==> config.mk <==
export PLATFORM = sky130hd
export DESIGN_NAME = pll_sequencer
export DESIGN_NICKNAME = d
export VERILOG_FILES = /design/src/rtl/pll_seq_pkg.sv /design/src/rtl/pll_sequencer_sync2.sv /design/src/rtl/pll_sequencer.sv
export SDC_FILE = /design/constraint.sdc
export NUM_CORES = 1
export LEC_CHECK = 0
export CAP_MARGIN = 5
export CORE_MARGIN = 2
export CORE_UTILIZATION = 60
export DETAILED_ROUTE_END_ITERATION = 8
export MAX_ROUTING_LAYER = met4
export PLACE_DENSITY = 0.81
export SLEW_MARGIN = 20
export SYNTH_ARGS = -nofsm -noshare
export SYNTH_HDL_FRONTEND = slang
export SYNTH_SLANG_ARGS = --single-unit
==> constraint.sdc <==
create_clock -name i_clk -period 3.2 [get_ports i_clk]
set_input_delay 0.48 -clock i_clk [delete_from_list [all_inputs] [get_ports i_clk]]
set_output_delay 0.48 -clock i_clk [all_outputs]
set_load 0.1 [all_outputs]
==> src/rtl/pll_seq_pkg.sv <==
// Shared definitions for the GPU pixel-clock PLL sequencer: state
// encoding, status widths and the default timing constants.
package pll_seq_pkg;

    // Sequencer states. HOLD is the reset/power-up state.
    typedef enum logic [2:0] {
        HOLD      = 3'd0,
        WAIT_LOCK = 3'd1,
        STABLE    = 3'd2,
        RUN       = 3'd3,
        FAULT     = 3'd4
    } pll_state_t;

    // Width of the retry counter; holds MAX_RETRIES up to 15.
    localparam int RETRY_W = 4;

    // Default timing for a 16 MHz board clock.
    localparam int DEF_RESET_CYCLES  = 16;     // RESETB low time per attempt
    localparam int DEF_LOCK_TIMEOUT  = 65536;  // ~4 ms lock window
    localparam int DEF_STABLE_CYCLES = 1024;   // continuous lock before release
    localparam int DEF_MAX_RETRIES   = 3;      // retries after the first attempt

    // Largest of three cycle counts; sizes the shared state counter.
    function automatic int max3(input int a, input int b, input int c);
        int m;
        m = a;
        if (b > m) m = b;
        if (c > m) m = c;
        return m;
    endfunction

endpackage

==> src/rtl/pll_sequencer_sync2.sv <==
// Generic two-flop synchronizer with synchronous reset. Each bit is an
// independent asynchronous status input; no bus coherency is implied.
module sync2 #(
    parameter int WIDTH = 1
) (
    input  logic             i_clk,
    input  logic             i_srst,
    input  logic [WIDTH-1:0] i_d,
    output logic [WIDTH-1:0] o_q
);

    logic [WIDTH-1:0] r_meta;
    logic [WIDTH-1:0] r_sync;

    for (genvar gi = 0; gi < WIDTH; gi++) begin : g_bit
        // First stage may go metastable; second stage gives it a full cycle to settle.
        always_ff @(posedge i_clk) begin
            if (i_srst) begin
                r_meta[gi] <= 1'b0;
                r_sync[gi] <= 1'b0;
            end else begin
                r_meta[gi] <= i_d[gi];
                r_sync[gi] <= r_meta[gi];
            end
        end
    end

    assign o_q = r_sync;

endmodule

==> src/rtl/pll_sequencer.sv <==
// Power-up and recovery sequencer for the GPU pixel-clock PLL.
// Holds the PLL in reset, waits for a clean lock, requires the lock to
// stay up for a stable window, then releases the GPU domain reset.
// Failed lock attempts are retried; exhausted retries park the PLL in
// reset and raise fault. Loss of lock in RUN re-sequences from HOLD.
module pll_sequencer
    import pll_seq_pkg::*;
#(
    parameter int RESET_CYCLES  = DEF_RESET_CYCLES,
    parameter int LOCK_TIMEOUT  = DEF_LOCK_TIMEOUT,
    parameter int STABLE_CYCLES = DEF_STABLE_CYCLES,
    parameter int MAX_RETRIES   = DEF_MAX_RETRIES
) (
    input  logic               i_clk,
    input  logic               i_rst,
    input  logic               i_pll_locked,
    input  logic               i_restart,
    input  logic               i_clear_status,
    output logic               o_pll_resetb,
    output logic               o_domain_rst,
    output logic               o_ready,
    output logic               o_lock_lost,
    output logic [RETRY_W-1:0] o_retry_cnt,
    output logic               o_fault
);

    // One counter serves every timed state, so it is sized for the longest.
    localparam int CNT_MAX = max3(RESET_CYCLES, LOCK_TIMEOUT, STABLE_CYCLES);
    localparam int CNT_W   = (CNT_MAX > 1) ? $clog2(CNT_MAX) : 1;

    localparam logic [CNT_W-1:0]   RESET_LAST   = CNT_W'(RESET_CYCLES - 1);
    localparam logic [CNT_W-1:0]   TIMEOUT_LAST = CNT_W'(LOCK_TIMEOUT - 1);
    localparam logic [CNT_W-1:0]   STABLE_LAST  = CNT_W'(STABLE_CYCLES - 1);
    localparam logic [CNT_W-1:0]   CNT_ONE      = CNT_W'(1);
    localparam logic [RETRY_W-1:0] RETRY_MAX    = RETRY_W'(MAX_RETRIES);
    localparam logic [RETRY_W-1:0] RETRY_ONE    = RETRY_W'(1);

    // Synchronized lock indication.
    logic w_lock_s;

    // Registered state.
    pll_state_t         r_state;
    logic [CNT_W-1:0]   r_cnt;
    logic [RETRY_W-1:0] r_retry_cnt;
    logic               r_lock_lost;
    logic               r_pll_resetb;
    logic               r_domain_rst;
    logic               r_ready;
    logic               r_fault;

    // Next-state decode.
    pll_state_t         w_state_next;
    logic [CNT_W-1:0]   w_cnt_next;
    logic [RETRY_W-1:0] w_retry_next;
    logic               w_lost_set;
    logic               w_lock_lost_next;
    logic               w_pll_resetb_next;
    logic               w_domain_rst_next;
    logic               w_ready_next;
    logic               w_fault_next;

    // pll_locked is asynchronous to the board clock.
    sync2 #(
        .WIDTH (1)
    ) u_lock_sync (
        .i_clk  (i_clk),
        .i_srst (i_rst),
        .i_d    (i_pll_locked),
        .o_q    (w_lock_s)
    );

    // Transition decode; restart overrides every other transition.
    always_comb begin
        w_state_next = r_state;
        w_retry_next = r_retry_cnt;
        w_lost_set   = 1'b0;

        if (i_restart) begin
            w_state_next = HOLD;
            w_retry_next = '0;
        end else begin
            case (r_state)
                HOLD: begin
                    if (r_cnt == RESET_LAST) begin
                        w_state_next = WAIT_LOCK;
                    end
                end
                WAIT_LOCK: begin
                    if (w_lock_s) begin
                        w_state_next = STABLE;
                    end else if (r_cnt == TIMEOUT_LAST) begin
                        // Retry count saturates: it only advances below the limit.
                        if (r_retry_cnt >= RETRY_MAX) begin
                            w_state_next = FAULT;
                        end else begin
                            w_retry_next = r_retry_cnt + RETRY_ONE;
                            w_state_next = HOLD;
                        end
                    end
                end
                STABLE: begin
                    // A dropout restarts the lock wait without consuming a retry.
                    if (!w_lock_s) begin
                        w_state_next = WAIT_LOCK;
                    end else if (r_cnt == STABLE_LAST) begin
                        w_state_next = RUN;
                    end
                end
                RUN: begin
                    if (!w_lock_s) begin
                        w_state_next = HOLD;
                        w_retry_next = '0;
                        w_lost_set   = 1'b1;
                    end
                end
                FAULT: begin
                    // Parked until restart or rst.
                    w_state_next = FAULT;
                end
                default: begin
                    w_state_next = HOLD;
                    w_retry_next = '0;
                end
            endcase
        end
    end

    // Shared counter: clears on any state change or restart, runs only in timed states.
    always_comb begin
        w_cnt_next = r_cnt;
        if (i_restart || (w_state_next != r_state)) begin
            w_cnt_next = '0;
        end else if ((r_state == HOLD) || (r_state == WAIT_LOCK) || (r_state == STABLE)) begin
            w_cnt_next = r_cnt + CNT_ONE;
        end
    end

    // Sticky lock_lost: a set in the same cycle as a clear wins.
    always_comb begin
        w_lock_lost_next = r_lock_lost;
        if (w_lost_set) begin
            w_lock_lost_next = 1'b1;
        end else if (i_clear_status) begin
            w_lock_lost_next = 1'b0;
        end
    end

    // Outputs decoded from the next state so they change on the same edge as the state.
    always_comb begin
        w_pll_resetb_next = 1'b1;
        w_domain_rst_next = 1'b1;
        w_ready_next      = 1'b0;
        w_fault_next      = 1'b0;
        case (w_state_next)
            HOLD: begin
                w_pll_resetb_next = 1'b0;
            end
            RUN: begin
                w_domain_rst_next = 1'b0;
                w_ready_next      = 1'b1;
            end
            FAULT: begin
                w_pll_resetb_next = 1'b0;
                w_fault_next      = 1'b1;
            end
            default: begin
                w_pll_resetb_next = 1'b1;
            end
        endcase
    end

    // State, counters and status flops; rst restores every value at once.
    always_ff @(posedge i_clk) begin
        if (i_rst) begin
            r_state      <= HOLD;
            r_cnt        <= '0;
            r_retry_cnt  <= '0;
            r_lock_lost  <= 1'b0;
            r_pll_resetb <= 1'b0;
            r_domain_rst <= 1'b1;
            r_ready      <= 1'b0;
            r_fault      <= 1'b0;
        end else begin
            r_state      <= w_state_next;
            r_cnt        <= w_cnt_next;
            r_retry_cnt  <= w_retry_next;
            r_lock_lost  <= w_lock_lost_next;
            r_pll_resetb <= w_pll_resetb_next;
            r_domain_rst <= w_domain_rst_next;
            r_ready      <= w_ready_next;
            r_fault      <= w_fault_next;
        end
    end

    assign o_pll_resetb = r_pll_resetb;
    assign o_domain_rst = r_domain_rst;
    assign o_ready      = r_ready;
    assign o_lock_lost  = r_lock_lost;
    assign o_retry_cnt  = r_retry_cnt;
    assign o_fault      = r_fault;

endmodule

==> results_tabular.tex <==
\begin{tabular}{lr}
\hline
Metric & Value \\
\hline
\multicolumn{2}{l}{\textbf{Outcome}} \\
Result of the run & finished, final reports clean \\
\multicolumn{2}{l}{\textbf{Logic synthesis}} \\
Post-Synthesis Cells & about 160 \\
Ys Warns & 0 \\
Proportion of register bits with asynchronous set or reset after synthesis & 0\% \\
Syn\_area\_per\_cell & 9.38 µm² \\
Synth Net Count & 162 \\
Most instantiated flip-flop cell in the synthesis netlist & dfxtp\_1 \\
Cell taking the most area after synthesis & dfxtp\_1 \\
Area share of the largest cell type after synthesis & 41.3\% \\
Number of synthesized flops with an enable pin & 0 \\
Post-synthesis instance area & 1450 µm² \\
Dominant cell by count in the synthesized netlist & dfxtp\_1 \\
Top post-synthesis cells by count & 30 x dfxtp\_1, 17 x nor2\_1, 12 x xor2\_1, 10 x nor2\_2, 8 x nand3\_1 \\
Sequential area share after synthesis & 41.3\% \\
Cell types occupying the most area after synthesis & dfxtp\_1 41\%, xor2\_1 7.2\%, nor2\_1 4.4\%, nor2\_2 4.3\%, nand3\_1 2.8\% \\
Number of distinct library cells after synthesis & 45 \\
Post-synthesis register bit count & 30 \\
\multicolumn{2}{l}{\textbf{Critical path}} \\
Critical-path top delay cell & clkdlybuf4s50\_1 \\
R2R cell count & 8 \\
Critical R2R Launch & r\_cnt[0]\$\_SDFFE\_PP0P\_ \\
Critical path endpoint & o\_retry\_cnt[3] \\
Highest net fanout along the worst path & 3 \\
List of cells traversed by the critical path & clkdlybuf4s50\_1 \\
Capturing element type of the critical path & primary output \\
Critical Path Stages & 1 \\
Critical setup path kind & flip-flop to primary output \\
CP Data Required Time & 2.72 ns \\
Worst path max stage delay & 1.15 ns \\
R2R Path End & r\_cnt[9]\$\_SDFFE\_PP0P\_ \\
CP startpoint kind & flip-flop \\
Critical path origin & o\_retry\_cnt[3]\$\_SDFFE\_PP0P\_ \\
Kind of cell adding the most delay to the critical path & buffers and inverters \\
Register-to-Register Setup Slack & 1.18 ns \\
Arr. time, crit path & between 1.5 and 2 ns \\
Crit path buffers/inverters & 1 \\
\multicolumn{2}{l}{\textbf{Clock tree}} \\
Clock Tree Buf Depth & 2 \\
Clock insertion delay at the later pin of the skew report & 0.32 ns \\
CTS Buf Count & 5 \\
Clock slew at reported path FFs & 0.08 ns \\
\# H-tree levels & 2 \\
CTS-repair resized insts & 0 \\
Clock tree from TritonCTS & built \\
Hold-fix buffer count after cts & 0 \\
Number of clock sinks & 30 \\
Buffers inserted during post-CTS setup optimization & 0 \\
Master cell of the clock root buffer & clkbuf\_4 \\
\multicolumn{2}{l}{\textbf{Timing}} \\
RSZ-0062 raised after global routing & false \\
Worst Max-Slew Pin Slew & 0.977 ns \\
Worst setup margin & 0.886 ns \\
Final number of max-transition violations & 0 \\
Final-report hold violation count & 0 \\
Slew HR & 34.7\% \\
Worst clock skew & $\sim$0.0097 ns \\
Post-route clock period utilization & 72.3\% \\
Final Critical Period & 2.31 ns \\
Final total negative setup slack & 0 ns \\
Fmax & approximately 0.43 GHz \\
Number of failing setup endpoints in the final timing report & 0 \\
\multicolumn{2}{l}{\textbf{Routing}} \\
Via count & 1141 \\
Drc violations & 0 \\
Post-route ant nets & 0 \\
First-pass detailed-route iteration total & 4 \\
Via/cell ratio & 5.76 \\
Aggregate routed wire length & 2680 µm \\
Wire per inst & 13.5 µm \\
Number of violations reported at the end of detailed-routing iteration 0 & 35 \\
\multicolumn{2}{l}{\textbf{Cells and area}} \\
Layout cell share with drive strength beyond 1 & 18.2\% \\
Diode count & 0 \\
Final Cell Area & 1630 µm² \\
Flip-flop count of the largest register, all copies and words added & 16 \\
Number of nets in the layout & 176 \\
Largest reg by FF count & r\_cnt \\
Area added between synthesis and finish & 12.4\% \\
\multicolumn{2}{l}{\textbf{Pwr}} \\
Part of the power in registers & 60.1\% \\
Leak & 0.626 nW \\
Power Internal & 0.000492 W \\
Net Sw Frac & 21.7\% \\
Logic pwr share & 3.7\% \\
Clock Power Share & approximately 36\% \\
NetSw & 0.000137 W \\
VDD IR max & 0.291 mV \\
Areal power density over the cells & 385 nW/µm² \\
\multicolumn{2}{l}{\textbf{Placement}} \\
Post-placement worst setup slack & 0.798 ns \\
Total of buffers placed on input and output ports & 13 \\
Placed Area & 1570 µm² \\
Global placement routability congestion & roughly 0.85 \\
Post-DP HPWL & 2030 µm \\
\multicolumn{2}{l}{\textbf{Floorplan}} \\
\# rows & 17 \\
Starting Density & 64.5\% \\
Die span in x & 53.2 µm \\
Placeable Area & about 2300 µm² \\
Number of I/O pins & 14 \\
Die outline area & 2830 µm² \\
DIE HEIGHT & 53.2 µm \\
\multicolumn{2}{l}{\textbf{Global routing}} \\
Vias in the first global route & 1002 \\
Antenna violations before repair & 0 \\
Wire length of the first global-routing pass & 4490 µm \\
Overall Global Routing Usage & a little under a quarter \\
Pin count of the biggest net entering global routing & 13 \\
Total global routing overflow & 0 \\
\multicolumn{2}{l}{\textbf{Hold path}} \\
Hold Path Class & flip-flop to flip-flop \\
Startpoint of the worst hold path & u\_lock\_sync.r\_meta\$\_SDFF\_PP0\_ \\
\multicolumn{2}{l}{\textbf{Run}} \\
\# Max-Cap Violations & 0 \\
\hline
\end{tabular}
cell type report:
| class | instances | area [µm²] |
|---|---|---|
| tap | 28 | 35.0 |
| clock inverter | 1 | 5.00 |
| multi-input combinational | 113 | 790 |
| fill | 184 | 621 |
| inverter | 5 | 18.8 |
| sequential | 30 | 601 |
| timing repair buffer | 14 | 130 |
| clock buffer | 7 | 55.1 |
worst min path at each step:
stage                                             to  slack, ns  cells past startpoint
final                     u_lock_sync.o_q$_SDFF_PP0_       0.45                      1
after global routing      u_lock_sync.o_q$_SDFF_PP0_       0.49                      1
after CTS                 u_lock_sync.o_q$_SDFF_PP0_       0.46                      1
after detailed placement  u_lock_sync.o_q$_SDFF_PP0_       0.44                      1
after global placement    u_lock_sync.o_q$_SDFF_PP0_       0.43                      1
after floorplan           u_lock_sync.o_q$_SDFF_PP0_       0.41                      1
cell families after synthesis:
logic type	after synthesis	synth area share, %
adder cells (fa/ha/maj)	2	1.72
AO/OA/AOI/OAI	17	9.30
multiplexers	3	2.07
flip-flops	30	41.3
XOR/XNOR	16	9.64
buffers and inverters	12	4.39
AND/OR/NAND/NOR	75	31.6
routing by layer:
layer / global-route usage [%] / vias to the layer above / share of wire [%]
met4: 10.3 / 0 / 1.8
met1: 28.2 / 530 / 45
li1: - / 570 / -
met2: 34.8 / 34 / 47
met3: 7.06 / 7 / 5.7
met5: - / - / 0
power by group through the flow:
| stage | sequential, W | clock [W] | combinational [W] |
|---|---|---|---|
| final | 0.000378 | 0.000228 | 0.0000230 |
| after global routing | 0.000378 | 0.000251 | 0.0000256 |
| after CTS | 0.000378 | 0.000236 | 0.0000231 |
| after detailed placement | 0.000387 | 0 | 0.0000230 |
| after global placement | 0.000387 | 0 | 0.0000220 |
| after floorplan | 0.000386 | 0 | 0.0000152 |
placed cells by master (no fill, tap or decap), drive strengths merged, types with 6 or more instances in the layout:
cell type	synthesis	routed
nand3	8	8
nand2	6	6
dfxtp	30	30
nand4	7	7
clkbuf	2	7
xor2	12	12
nor2	29	29
clkdlybuf4s50	0	10
through the flow:
stage	hold slack (ns)	cells	util (%)	total power, W
after global routing	0.489	198	72.5	0.000655
after CTS	0.458	198	72.5	0.000637
after global placement	0.427	190	69.8	0.000409
final	0.450	198	72.5	0.000629
after detailed placement	0.441	190	69.8	0.000410
after floorplan	0.414	155	-	0.000401
Note: power is estimated with default switching activity, not from simulation.
